==> src/rtl/screen_pkg.sv <==
// Shared types and constants for the game screen sequencer: screen states,
// the screen codes seen by the background/sprite mux, and default keycodes.
package screen_pkg;

    typedef enum logic [2:0] {
        TITLE,
        GAME,
        VICTORY,
        DEFEAT,
        PAUSE
    } screen_state_t;

    localparam int SCR_CODE_TITLE   = 0;
    localparam int SCR_CODE_GAME    = 1;
    localparam int SCR_CODE_VICTORY = 2;
    localparam int SCR_CODE_DEFEAT  = 3;
    localparam int SCR_CODE_PAUSE   = 4;

    localparam logic [7:0] KEY_START_DEFAULT = 8'h2C;
    localparam logic [7:0] KEY_PAUSE_DEFAULT = 8'h29;

endpackage

==> src/rtl/screen_tick_gen.sv <==
// Free-running clock-enable generator: tick is high one Clk cycle in every
// TICK_DIV, and every cycle when TICK_DIV is 1.
module screen_tick_gen #(
    parameter int TICK_DIV = 16
) (
    input  logic Clk,
    input  logic Reset_n,
    output logic tick
);

    localparam int            TW   = (TICK_DIV > 1) ? $clog2(TICK_DIV) : 1;
    localparam logic [TW-1:0] LAST = TW'(TICK_DIV - 1);

    logic [TW-1:0] cnt_q;
    logic [TW-1:0] cnt_d;

    always_comb begin
        cnt_d = (cnt_q == LAST) ? '0 : cnt_q + 1'b1;
    end

    always_ff @(posedge Clk or negedge Reset_n) begin
        if (!Reset_n) begin
            cnt_q <= '0;
        end else begin
            cnt_q <= cnt_d;
        end
    end

    assign tick = (cnt_q == LAST);

endmodule

==> src/rtl/screen_sequencer.sv <==
// Game screen sequencer: title / game / pause / victory / defeat selection.
// Define SCREEN_AUTO_RETURN_EN for timed (or start-key) return from end screens.
module screen_sequencer
    import screen_pkg::*;
#(
    parameter int         CODE_W        = 8,
    parameter logic [7:0] KEY_START     = KEY_START_DEFAULT,
    parameter logic [7:0] KEY_PAUSE     = KEY_PAUSE_DEFAULT,
    parameter int         TICK_DIV      = 16,
    parameter int         CONFIRM_TICKS = 11,
    parameter int         HOLD_TICKS    = 64
) (
    input  logic              Clk,
    input  logic              Reset_n,
    input  logic              VICTORY_sig,
    input  logic              DEFEAT_sig,
    input  logic [7:0]        keycode,
    output logic [CODE_W-1:0] screen_code,
    output logic              game_active,
    output logic              screen_changed
);

    if (TICK_DIV < 1 || CONFIRM_TICKS < 1 || HOLD_TICKS < 1) begin : g_bad_params
        $error("screen_sequencer: TICK_DIV, CONFIRM_TICKS and HOLD_TICKS must be >= 1");
    end

    localparam int            CW        = $clog2(CONFIRM_TICKS + 1);
    localparam logic [CW-1:0] CONF_LAST = CW'(CONFIRM_TICKS - 1);
    localparam logic [CW-1:0] CONF_MAX  = CW'(CONFIRM_TICKS);

    logic          tick;
    logic [7:0]    key_prev_q;
    screen_state_t state_q, state_d, state_prev_q;
    logic          changed_q;
    logic [CW-1:0] vic_cnt_q, vic_cnt_d;
    logic [CW-1:0] def_cnt_q, def_cnt_d;
    logic          press_start, press_pause;
    logic          vic_conf, def_conf;
    logic          cnt_keep, cnt_update;

    screen_tick_gen #(
        .TICK_DIV(TICK_DIV)
    ) u_tick (
        .Clk    (Clk),
        .Reset_n(Reset_n),
        .tick   (tick)
    );

    assign press_start = (keycode == KEY_START) && (key_prev_q != KEY_START);
    assign press_pause = (keycode == KEY_PAUSE) && (key_prev_q != KEY_PAUSE);
    assign vic_conf    = tick && VICTORY_sig && (vic_cnt_q == CONF_LAST);
    assign def_conf    = tick && DEFEAT_sig  && (def_cnt_q == CONF_LAST);

`ifdef SCREEN_AUTO_RETURN_EN
    localparam int            HW        = $clog2(HOLD_TICKS + 1);
    localparam logic [HW-1:0] HOLD_LAST = HW'(HOLD_TICKS - 1);

    logic [HW-1:0] hold_cnt_q, hold_cnt_d;
    logic          hold_done;

    assign hold_done = tick && (hold_cnt_q == HOLD_LAST);

    // Counts ticks spent in an end screen; restarts from zero on every entry.
    always_comb begin
        hold_cnt_d = hold_cnt_q;
        if (state_d != state_q || !(state_q == VICTORY || state_q == DEFEAT)) begin
            hold_cnt_d = '0;
        end else if (tick) begin
            hold_cnt_d = hold_cnt_q + 1'b1;
        end
    end

    always_ff @(posedge Clk or negedge Reset_n) begin
        if (!Reset_n) begin
            hold_cnt_q <= '0;
        end else begin
            hold_cnt_q <= hold_cnt_d;
        end
    end
`endif

    always_ff @(posedge Clk or negedge Reset_n) begin
        if (!Reset_n) begin
            state_q      <= TITLE;
            state_prev_q <= TITLE;
            changed_q    <= 1'b0;
            key_prev_q   <= 8'h00;
        end else begin
            state_q      <= state_d;
            state_prev_q <= state_q;
            changed_q    <= (state_q != state_prev_q);
            key_prev_q   <= keycode;
        end
    end

    // Key presses win over results; DEFEAT wins over VICTORY.
    always_comb begin
        state_d = state_q;
        case (state_q)
            TITLE: begin
                if (press_start) state_d = GAME;
            end
            GAME: begin
                if (press_pause)   state_d = PAUSE;
                else if (def_conf) state_d = DEFEAT;
                else if (vic_conf) state_d = VICTORY;
            end
            PAUSE: begin
                if (press_pause || press_start) state_d = GAME;
            end
            VICTORY, DEFEAT: begin
`ifdef SCREEN_AUTO_RETURN_EN
                if (press_start || hold_done) state_d = TITLE;
`endif
            end
            default: state_d = TITLE;
        endcase
    end

    // Counters survive GAME<->PAUSE (frozen while paused) and clear otherwise.
    assign cnt_keep   = (state_d == GAME) || (state_d == PAUSE);
    assign cnt_update = tick && (state_q == GAME) && (state_d == GAME);

    always_comb begin
        vic_cnt_d = vic_cnt_q;
        def_cnt_d = def_cnt_q;
        if (!cnt_keep) begin
            vic_cnt_d = '0;
            def_cnt_d = '0;
        end else if (cnt_update) begin
            vic_cnt_d = !VICTORY_sig ? '0 : (vic_cnt_q == CONF_MAX) ? CONF_MAX : vic_cnt_q + 1'b1;
            def_cnt_d = !DEFEAT_sig  ? '0 : (def_cnt_q == CONF_MAX) ? CONF_MAX : def_cnt_q + 1'b1;
        end
    end

    always_ff @(posedge Clk or negedge Reset_n) begin
        if (!Reset_n) begin
            vic_cnt_q <= '0;
            def_cnt_q <= '0;
        end else begin
            vic_cnt_q <= vic_cnt_d;
            def_cnt_q <= def_cnt_d;
        end
    end

    always_comb begin
        screen_code = CODE_W'(SCR_CODE_TITLE);
        case (state_q)
            TITLE:   screen_code = CODE_W'(SCR_CODE_TITLE);
            GAME:    screen_code = CODE_W'(SCR_CODE_GAME);
            VICTORY: screen_code = CODE_W'(SCR_CODE_VICTORY);
            DEFEAT:  screen_code = CODE_W'(SCR_CODE_DEFEAT);
            PAUSE:   screen_code = CODE_W'(SCR_CODE_PAUSE);
            default: screen_code = CODE_W'(SCR_CODE_TITLE);
        endcase
        game_active = (state_q == GAME);
    end

    assign screen_changed = changed_q;

endmodule
==> config.mk <==
export PLATFORM = sky130hd
export DESIGN_NAME = screen_sequencer
export DESIGN_NICKNAME = d
export VERILOG_FILES = /design/src/rtl/screen_pkg.sv /design/src/rtl/screen_tick_gen.sv /design/src/rtl/screen_sequencer.sv
export SDC_FILE = /design/constraint.sdc
export NUM_CORES = 1
export LEC_CHECK = 0
export ABC_AREA = 0
export CAP_MARGIN = 10
export CORE_MARGIN = 3
export CORE_UTILIZATION = 53
export CTS_CLUSTER_SIZE = 12
export DETAILED_ROUTE_END_ITERATION = 8
export PLACE_DENSITY = 0.83
export SLEW_MARGIN = 20
export SYNTH_ARGS = -nofsm -noshare
export SYNTH_HDL_FRONTEND = slang
export SYNTH_HIERARCHICAL = 1
export SYNTH_SLANG_ARGS = --single-unit
==> constraint.sdc <==
create_clock -name Clk -period 2.99 [get_ports Clk]
set_input_delay 0.7475 -clock Clk [delete_from_list [all_inputs] [get_ports Clk]]
set_output_delay 0.7475 -clock Clk [all_outputs]
set_load 0.01 [all_outputs]
# [After elaboration in Yosys (flattened, before gate mapping)]
# Index checks and enable logic that the tools add are counted.
[totals] regBits=27
[classes] eq_ne=17 n_addsub=3 n_reduce_logical=12 n_mux=16
[op_table] operator="4-bit two-way mux" n=9
[op_table] operator="3-bit one-hot mux with 4 select lines" n=2
[op_table] operator="4-bit == test (second input constant)" n=5
[op_table] operator="8-bit by 6-bit == test with 1-bit output (second input constant)" n=2
[op_table] operator="8-bit by 6-bit != test with 1-bit output (second input constant)" n=2
[op_table] operator="3-bit two-way mux" n=5
[op_table] operator="4-bit by 1-bit adder with 4-bit output (second input constant)" n=3
[op_table] operator="1-bit logical AND" n=8
[op_table] operator="3-bit by 1-bit == test with 1-bit output (second input constant)" n=2
[op_table] operator="3-bit by 2-bit == test with 1-bit output (second input constant)" n=2
[op_table] operator="3-bit == test (second input constant)" n=2
[op_table] operator="3-bit logical NOT" n=1
[op_table] operator="3-bit != test" n=1
[op_table] operator="1-bit logical OR" n=2
[op_table] operator="2-bit by 1-bit != test with 1-bit output (second input constant)" n=1
[op_table] operator="2-bit OR reduction" n=1

# [Longest topological paths before layout]
# Gate-level depths: netlist (run 1).
[depth] word_depth=11 depth_mapped=9 mapped_depth_nobuf=9

# [Cells and area by module]
# Netlist (run 1), hierarchy kept.
[by_module_without_submodules] mod="screen_sequencer" area_each_um2=1257.5 instances=1 cells_per_inst=116
[by_module_without_submodules] mod="screen_tick_gen" area_each_um2=168.9 instances=1 cells_per_inst=13

# [Worst setup path before layout (run 1)]
# No wires, ideal clock.
[synth_timing] path_type="input port to flip-flop" start="input port keycode[4]" end="register vic_cnt_q[3]" path_slack_ns=0.447 cell_stages=8 t_required_ns=2.864 arrival_ns=2.417 path_cell_list="nand4bb_1 > nor3_2 > and4b_4 > a21oi_2 > a221o_1 > buf_6 > a31o_4 > a221o_1"
[synth_via] elab_chain_len=8 word_cells_on_any_way=15 cone_classes="eq/ne (5); mux (5); reduce/logical (5)"
[synth_lines] item="start, declared" line="screen_sequencer.sv:17" source="input logic [7:0] keycode,"
[synth_lines] item="8-bit by 6-bit == test with 1-bit output (on tied branches)" line="screen_sequencer.sv:50, screen_sequencer.sv:49"
[synth_lines] item="1-bit logical AND (on tied branches)" line="screen_sequencer.sv:50, screen_sequencer.sv:49"
[synth_lines] item="1-bit logical OR" line="screen_sequencer.sv:109" source="if (press_pause || press_start) state_d = GAME;"
[synth_lines] item="3-bit two-way mux" line="screen_sequencer.sv:109"
[synth_lines] item="3-bit one-hot mux with 4 select lines (*)" line="screen_sequencer.sv:99" source="case (state_q)"
[synth_lines] item="named net state_d[0]" line="screen_sequencer.sv:33" source="screen_state_t state_q, state_d, state_prev_q;"
[synth_lines] item="3-bit by 1-bit == test with 1-bit output / 3-bit == test (equally long branches)" line="screen_sequencer.sv:121, screen_sequencer.sv:122"
[synth_lines] item="1-bit logical OR / 1-bit logical AND (equally long branches)" line="screen_sequencer.sv:121, screen_sequencer.sv:122"
[synth_lines] item="2-bit by 1-bit != test with 1-bit output (no line) / 4-bit two-way mux (equally long branches)"
[synth_lines] item="end signal, assigned" line="screen_sequencer.sv:141" source="vic_cnt_q <= vic_cnt_d;"
[synth_lines] item="end, declared" line="screen_sequencer.sv:35" source="logic [CW-1:0] vic_cnt_q, vic_cnt_d;"
# The timed path passes the listed nets; every way through them passes the cells marked *.
# A chain may end at the register's enable or synchronous reset.

# [Worst setup path after layout (run 1)]
[layout_timing] start="register state_q[0]" end="output port game_active"
[layout_via] elab_chain_len=1
[layout_lines] item="start, declared" line="screen_sequencer.sv:33"
[layout_lines] item="start signal, assigned" line="screen_sequencer.sv:89" source="state_q <= state_d;"
[layout_lines] item="3-bit by 1-bit == test with 1-bit output" line="screen_sequencer.sv:156" source="game_active = (state_q == GAME);"
[layout_lines] item="end, declared" line="screen_sequencer.sv:19" source="output logic game_active,"
# Every way passes these cells.

==> flow_metrics.py, run 1 <==
metrics = {
    "timing": {
        "finalMaxSlewViolations": 0,
        "setup_viol": 0,
        "worst_slack_ps": 238,
        "period_minus_slack_ps": 2750,
        "finClkSkew_ps": 6.28,
        "max_freq_ghz": 0.363,
        "rsz0062_at_grt": "no",
        "post-route-period-util": 0.920,
        "hold_viol_final": 0,
        "hold_ws_ps": 494,
    },
    "min_path": {
        "min_from": "u_tick/cnt_q[0]",
        "worstHoldPathType": "flip-flop to flip-flop",
    },
    "finish": {
        "finalNonFillerCells": 179,
        "syn2layout_area_growth_pct": 13.9,
        "layout-drive-gt1-share": 0.134,
        "diodes": 0,
        "nNetsFinal": 167,
        "fillers": 205,
        "stdcell_area_um2": 1620,
    },
    "global_route": {
        "grt_pass1_wl_um": 4570,
        "grt_usage": 0.174,
        "grt_antenna_before_repair": 0,
        "grt_pass1_vias": 1089,
        "grt_start_max_net_pins": 28,
        "grt.overflow.total": 0,
    },
    "critical_path": {
        "cpPeakStageDelay_ps": 560,
        "timing.rr.start": "u_tick/cnt_q[0]",
        "slowest_stage": "clkdlybuf4s50_1",
        "cp-end-kind": "output pin",
        "path_buf_inv": 1,
        "path_cells": "nor2b_1, and2b_1, clkdlybuf4s50_1",
        "critPathLaunch": "state_q[0]",
        "cp_max_fo": 8,
        "path_class": "flip-flop to output pin",
        "start_kind": "flip-flop",
        "crit_family": "simple AND/OR/NAND/NOR gates",
        "arrival_ps": 2000,
        "crit_required_ps": 2240,
    },
    "run_status": {
        "status": "complete, no violations",
    },
    "synth": {
        "ys_types": 44,
        "postSynthAreaPerCell_um2": 11.1,
        "synthMuxAreaShare": 0,
        "synth_edf_count": 0,
        "synth-simple-area-share": 0.246,
        "synth.area.top_cells": "dfrtp_1 (47%), ha_1 (4.4%), a22o_1 (3.7%), nand3_1 (2.8%), buf_4 (2.6%)",
        "synth_xor_area_frac": 0.0307,
        "synth_largest_area_cell": "dfrtp_1",
        "synth_top_family_by_area": "simple AND/OR/NAND/NOR gates",
        "seq_area_frac_synth": 0.474,
        "ys_warn_count": 6,
        "yosys-top-cells-count": "dfrtp_1 (27), nand2_1 (10), nand3_1 (8)",
        "async_flop_share": 1.00,
        "netlist_instances": 129,
        "synth_top_flop_cell": "dfrtp_1",
        "yosysMostFrequentCell": "dfrtp_1",
        "syn_area_um2": 1430,
        "synth_top_area_share": 0.474,
        "synth_adder_area_share": 0.0439,
        "ys_ff_latch": 27,
        "synth_compound_area_frac": 0.134,
    },
    "cts": {
        "postCtsHoldBufs": 0,
        "cts_buffers": 3,
        "cts.htree.levels": 1,
        "ctsRootBufferMaster": "clkbuf_4",
        "post_cts_buffers": 0,
        "cts.sinks": 27,
        "clock_latency_ps": 310,
        "post_cts_resized": 0,
        "clk_path_buf_depth": 2,
        "clkSlewWorstSetupHoldPaths_ps": 130,
        "cts_tree": "built",
    },
    "power": {
        "powerDensity_nw_per_um2": 386,
        "peakVddDrop_mv": 0.271,
        "p_leak_nw": 0.736,
        "p_total_w": 0.000627,
    },
    "placement": {
        "dp_slack_ps": -9.84,
        "io_buffers": 16,
        "place_congestion": 0.782,
        "dpl-instance-area_um2": 1600,
        "dpl.cell_count": 175,
        "dp_hpwl_um": 2020,
    },
    "detailed_routing": {
        "routed_wirelength_um": 2570,
        "drc": 0,
        "vias_per_cell": 5.76,
        "vias": 1031,
        "antenna_left": 0,
        "detail_route.wl_per_cell_um": 14.3,
        "drtPass1Iterations": 4,
        "drt-initial-drc-count": 38,
    },
    "run": {
        "maxCapViolCount": 0,
    },
    "floorplan": {
        "fp.dieH_um": 57.9,
        "io_pins": 22,
        "core_area_um2": 2520,
        "rows": 18,
        "start_util": 0.565,
        "die_area_um2": 3350,
        "die_w_um": 57.9,
    },
}
-- cell type report --
| cell class | count | area [um2] | area share |
|---|---|---|---|
| multi-input cells | 91 | 668 | 0.411 |
| clock buffers | 4 | 26.3 | 0.0162 |
| well taps | 30 | 37.5 | 0.0231 |
| inverters | 7 | 26.3 | 0.0162 |
| repair buffers | 20 | 190 | 0.117 |
| flip-flops and latches | 27 | 676 | 0.416 |
-- cell families (layout without fill, tap and decap cells) --
family | after synthesis | in the layout
AND/OR/NAND/NOR | 54 | 54
other | 1 | 5
buffers and inverters | 15 | 31
flip-flops | 27 | 27
adder cells (fa/ha/maj) | 5 | 5
AO/OA/AOI/OAI | 22 | 22
XOR/XNOR | 5 | 5
-- per-layer routing --
layer	vias up	routed length [um]	track usage
met5	-	0	0
met4	0	38	0.0762
met3	5	108	0.0312
met2	31	1300	0.302
met1	496	1120	0.211
li1	499	-	-
-- report_power, final --
group	switching [W]	total [W]	internal (W)
combinational	0.0000431	0.0000893	0.0000462
clock	0.0000976	0.000150	0.0000521
sequential	0.00000942	0.000388	0.000379
total	0.000150	0.000627	0.000477
-- path summary, 6_finish.rpt --
path | endpoint | slack, ps | depth (start not counted)
min in group asynchronous | key_prev_q[0] | 770 | 2
max | game_active | 240 | 3
max in group asynchronous | def_cnt_q[1] | 1960 | 2
min reg2reg | u_tick/cnt_q[0] | 490 | 1
min | u_tick/cnt_q[0] | 490 | 1
max reg2reg | vic_cnt_q[3] | 490 | 8
-- stage by stage --
stage / utilization / setup TNS, ps
floorplan: - / 0
global placement: 0.633 / 0
detailed placement: 0.633 / -9.84
CTS: 0.644 / 0
global route: 0.644 / 0
finish: 0.644 / 0
-- cells in the final DEF (no fill, tap or decap), types with 3 or more instances in the layout --
| cell | synthesis | layout |
|---|---|---|
| a22o_1 | 6 | 6 |
| and3_1 | 3 | 3 |
| and3_2 | 3 | 3 |
| buf_4 | 5 | 4 |
| clkbuf_4 | 0 | 3 |
| clkdlybuf4s50_1 | 0 | 16 |
| conb_1 | 1 | 5 |
| dfrtp_1 | 27 | 27 |
| ha_1 | 5 | 5 |
| inv_1 | 7 | 7 |
| nand2_1 | 10 | 10 |
| nand3_1 | 8 | 8 |
| nand4_1 | 3 | 3 |
| nor2_1 | 6 | 6 |
| nor3b_1 | 3 | 3 |
| xnor2_1 | 4 | 4 |
-- state kept, by name, indices dropped and copies added (netlist names) --
| register | cells |
|---|---|
| u_tick/cnt_q | 4 |
| vic_cnt_q | 4 |
| key_prev_q | 8 |
| state_prev_q | 3 |
| screen_changed | 1 |
| def_cnt_q | 4 |
| state_q | 3 |
Power figures use the tool's default switching activity.
==> run 2, diff against run 1 <==
CTS_CLUSTER_SIZE = 40   (was 12)
PLACE_DENSITY = 0.76   (was 0.83)
==> run 2 against run 1 <==
Final cell count unchanged. Worst setup slack better by 31 ps. Combinational power is 1% lower. Clock skew down 4.1 ps. Sequential power about the same. Largest cell class unchanged. Largest power group unchanged.
==> flow_metrics.py, run 2 (synthesized netlist as in run 1, its figures left out) <==
metrics = {
    "critical_path": {
        "arrival_ps": 1970,
        "path_class": "flip-flop to output pin",
        "crit_required_ps": 2240,
        "start_kind": "flip-flop",
        "cp-end-kind": "output pin",
        "cp_max_fo": 8,
    },
    "placement": {
        "dpl-instance-area_um2": 1600,
        "dpl.cell_count": 175,
        "place_congestion": 0.775,
        "io_buffers": 16,
        "dp_hpwl_um": 2030,
    },
    "finish": {
        "nNetsFinal": 167,
        "final_cell_mix": "dfrtp_1 (27), clkdlybuf4s50_1 (16), nand2_1 (10)",
        "syn2layout_area_growth_pct": 13.9,
        "fillers": 217,
        "stdcell_area_um2": 1620,
        "finalNonFillerCells": 179,
        "top_register": "key_prev_q",
        "final_common_cell": "dfrtp_1",
        "layout-drive-gt1-share": 0.134,
        "fin_util": 0.644,
        "diodes": 0,
        "multi_input_area_um2": 668,
        "largest_register_ffs": 8,
        "ff_latch_area_um2": 676,
    },
    "floorplan": {
        "rows": 18,
        "die_area_um2": 3350,
        "core_area_um2": 2520,
        "die_w_um": 57.9,
        "fp.dieH_um": 57.9,
        "io_pins": 22,
        "start_util": 0.565,
    },
    "power": {
        "p_leak_nw": 0.736,
        "peakVddDrop_mv": 0.354,
        "powerDensity_nw_per_um2": 387,
    },
    "cts": {
        "post_cts_buffers": 0,
        "cts.htree.levels": 1,
        "postCtsHoldBufs": 0,
        "ctsRootBufferMaster": "clkbuf_4",
        "post_cts_resized": 0,
        "cts.sinks": 27,
        "clk_path_buf_depth": 2,
        "cts_tree": "built",
        "clock_latency_ps": 320,
        "clkSlewWorstSetupHoldPaths_ps": 130,
        "cts_buffers": 3,
    },
    "detailed_routing": {
        "drc": 0,
        "antenna_left": 0,
        "detail_route.wl_per_cell_um": 14.8,
        "drtPass1Iterations": 4,
        "drt-initial-drc-count": 33,
        "vias": 1032,
        "routed_wirelength_um": 2650,
        "vias_per_cell": 5.77,
    },
    "timing": {
        "hold_viol_final": 0,
        "setup_viol": 0,
        "finalMaxSlewViolations": 0,
        "post-route-period-util": 0.910,
        "finClkSkew_ps": 2.18,
        "period_minus_slack_ps": 2720,
        "rsz0062_at_grt": "no",
        "max_freq_ghz": 0.368,
        "fin_tns_setup_ps": 0,
    },
    "global_route": {
        "grt_pass1_vias": 1048,
        "grt_pass1_wl_um": 4640,
        "grt.overflow.total": 0,
        "grt_antenna_before_repair": 0,
        "grt_start_max_net_pins": 28,
        "grt_usage": 0.181,
    },
    "run_status": {
        "status": "complete, no violations",
    },
    "min_path": {
        "worstHoldPathType": "flip-flop to flip-flop",
    },
    "run": {
        "maxCapViolCount": 0,
    },
}
-- run 2: through the flow --
stage | setup WS [ps] | hold slack, ps | total power (W)
after detailed placement | 8.10 | 479 | 0.000484
after global routing | 120 | 520 | 0.000660
after CTS | 258 | 497 | 0.000639
after global placement | 65.9 | 465 | 0.000482
after floorplan | 447 | 374 | 0.000440
final | 269 | 494 | 0.000629
-- run 2: path summary, 6_finish.rpt --
path / start / to / slack (ps) / cells after the start
setup / recovery: state_q[0] / game_active / 270 / 3
min in group asynchronous: Reset_n / key_prev_q[3] / 780 / 2
hold / removal: u_tick/cnt_q[0] / u_tick/cnt_q[0] / 490 / 1
max in group asynchronous: Reset_n / vic_cnt_q[3] / 1970 / 2
setup reg to reg: u_tick/cnt_q[0] / vic_cnt_q[3] / 560 / 8
hold reg to reg: u_tick/cnt_q[0] / u_tick/cnt_q[0] / 490 / 1
-- run 2: per-layer routing --
layer | global-route usage | share of wire | vias to the layer above
met5 | 0 | 0 | -
met4 | 0.0695 | 0.0094 | 0
met3 | 0.0267 | 0.041 | 4
met2 | 0.318 | 0.50 | 26
met1 | 0.224 | 0.45 | 501
li1 | - | - | 501
-- run 2: area by class of cell --
type / instances / area share
Sequential cell: 27 / 0.416
Clock buffer: 4 / 0.0162
Inverter: 7 / 0.0162
Tap cell: 30 / 0.0231
Multi-Input combinational cell: 91 / 0.411
Timing Repair Buffer: 20 / 0.117
-- run 2: worst max-delay path, stage by stage (launching register included) --
cell and delay, ps:
dfrtp_1 500, nor2b_1 350, and2b_1 250, clkdlybuf4s50_1 560
-- run 2: power by group --
part / switching, W / total (W) / internal [W]
registers: 0.00000917 / 0.000388 / 0.000379
logic: 0.0000419 / 0.0000880 / 0.0000462
clock network: 0.000101 / 0.000153 / 0.0000522
total: 0.000152 / 0.000629 / 0.000477
==> run 3, diff against run 2 <==
CORE_UTILIZATION = 47   (was 53)
CTS_BUF_LIST = sky130_fd_sc_hd__clkbuf_8   (was not set)
PLACE_DENSITY = 0.68   (was 0.76)
SLEW_MARGIN = 5   (was 20)
==> run 3 against run 2 <==
Count of clock-buffer cells in the layout decreased by 1. Critical path depth increased by 5. Flip-flop and latch count unchanged. Combinational power increased by 1%. Die area increased by 11%. Critical path type is now primary input to flip-flop. Critical endpoint is now vic_cnt_q[3]. Largest cell class unchanged.
==> flow_metrics.py, run 3 (synthesized netlist as in run 1, its figures left out) <==
metrics = {
    "finish": {
        "layout-drive-gt1-share": 0.134,
        "largest_register_ffs": 8,
        "diodes": 0,
        "final_common_cell": "dfrtp_1",
        "top_register": "key_prev_q",
        "finalNonFillerCells": 180,
        "syn2layout_area_growth_pct": 15.3,
        "fin_util": 0.581,
        "nNetsFinal": 167,
        "final_cell_mix": "dfrtp_1 (27), clkdlybuf4s50_1 (16), nand2_1 (10)",
    },
    "detailed_routing": {
        "antenna_left": 0,
        "detail_route.wl_per_cell_um": 14.8,
        "vias_per_cell": 5.70,
        "routed_wirelength_um": 2660,
        "vias": 1026,
        "drc": 0,
        "drt-initial-drc-count": 60,
        "drtPass1Iterations": 4,
    },
    "run_status": {
        "status": "complete, no violations",
    },
    "cts": {
        "clk_path_buf_depth": 2,
        "cts_tree": "built",
        "cts.htree.levels": 1,
        "ctsRootBufferMaster": "clkbuf_8",
        "clock_latency_ps": 260,
        "cts.sinks": 27,
        "postCtsHoldBufs": 0,
        "post_cts_resized": 0,
        "clkSlewWorstSetupHoldPaths_ps": 90,
        "post_cts_buffers": 0,
        "cts_buffers": 3,
    },
    "placement": {
        "io_buffers": 16,
        "dpl.cell_count": 176,
        "dp_hpwl_um": 2040,
        "place_congestion": 0.768,
    },
    "power": {
        "peakVddDrop_mv": 0.185,
        "p_leak_nw": 0.748,
        "p_total_w": 0.000672,
        "powerDensity_nw_per_um2": 408,
    },
    "global_route": {
        "grt.overflow.total": 0,
        "grt_pass1_wl_um": 4410,
        "grt_antenna_before_repair": 0,
        "grt_start_max_net_pins": 28,
        "grt_pass1_vias": 1056,
        "grt_usage": 0.159,
    },
    "critical_path": {
        "cp_max_fo": 6,
        "crit_required_ps": 3150,
        "path_class": "primary input to flip-flop",
        "start_kind": "primary input",
        "arrival_ps": 2850,
        "cp-end-kind": "flip-flop",
    },
    "timing": {
        "rsz0062_at_grt": "no",
        "hold_ws_ps": 482,
        "fin_tns_setup_ps": 0,
        "hold_viol_final": 0,
        "max_freq_ghz": 0.372,
        "post-route-period-util": 0.899,
        "setup_viol": 0,
        "period_minus_slack_ps": 2690,
        "finalMaxSlewViolations": 0,
        "finClkSkew_ps": 2.88,
    },
    "min_path": {
        "worstHoldPathType": "flip-flop to flip-flop",
    },
    "floorplan": {
        "core_area_um2": 2830,
        "start_util": 0.504,
        "die_area_um2": 3730,
        "fp.dieH_um": 61.1,
        "io_pins": 22,
        "die_w_um": 61.1,
        "rows": 19,
    },
    "run": {
        "maxCapViolCount": 0,
    },
}
## run 3: area by class of cell
type / instances / area, um2
fill: 249 / 1180
multi-input combinational: 91 / 668
timing repair buffer: 20 / 190
clock inverter: 1 / 3.75
sequential: 27 / 676
tap: 31 / 38.8
inverter: 7 / 26.3
clock buffer: 3 / 41.3
## run 3: per-stage QoR
step | setup WS [ps] | instance area, um2
finish | 301 | 1640
global route | 197 | 1640
CTS | 299 | 1640
detailed placement | 18.7 | 1600
global placement | 38.7 | 1600
floorplan | 447 | 1440
## run 3: final timing paths
kind                            startpoint              end  slack [ps]  cells past startpoint
hold / removal             u_tick/cnt_q[0]  u_tick/cnt_q[0]         480                      1
setup reg to reg           u_tick/cnt_q[0]     vic_cnt_q[3]         590                      8
hold reg to reg            u_tick/cnt_q[0]  u_tick/cnt_q[0]         480                      1
min in group asynchronous          Reset_n    key_prev_q[5]         850                      2
max in group asynchronous          Reset_n  u_tick/cnt_q[1]        1890                      2
setup / recovery                keycode[4]     vic_cnt_q[3]         300                      8
## run 3: per-layer routing
layer,vias to the layer above,part of all wire,global-route usage
met5,-,0,0
met4,0,0.012,0.0650
li1,497,-,-
met2,18,0.51,0.290
met1,507,0.44,0.184
met3,4,0.033,0.0231
## run 3: worst max-delay path, cell delays in order
cell             delay (ps)
clkdlybuf4s50_1         410
nand4bb_1               200
nor3_2                  140
and4b_4                 270
a21oi_2                  40
a221o_1                 420
a31o_4                  270
a221o_1                 340
## run 3: power by group
group	leakage [nW]	total [W]	internal, W	switching [W]
clock network	0.0269	0.000195	0.0000918	0.000104
registers	0.352	0.000387	0.000378	0.00000894
logic	0.368	0.0000889	0.0000462	0.0000428
total	0.748	0.000672	0.000516	0.000155
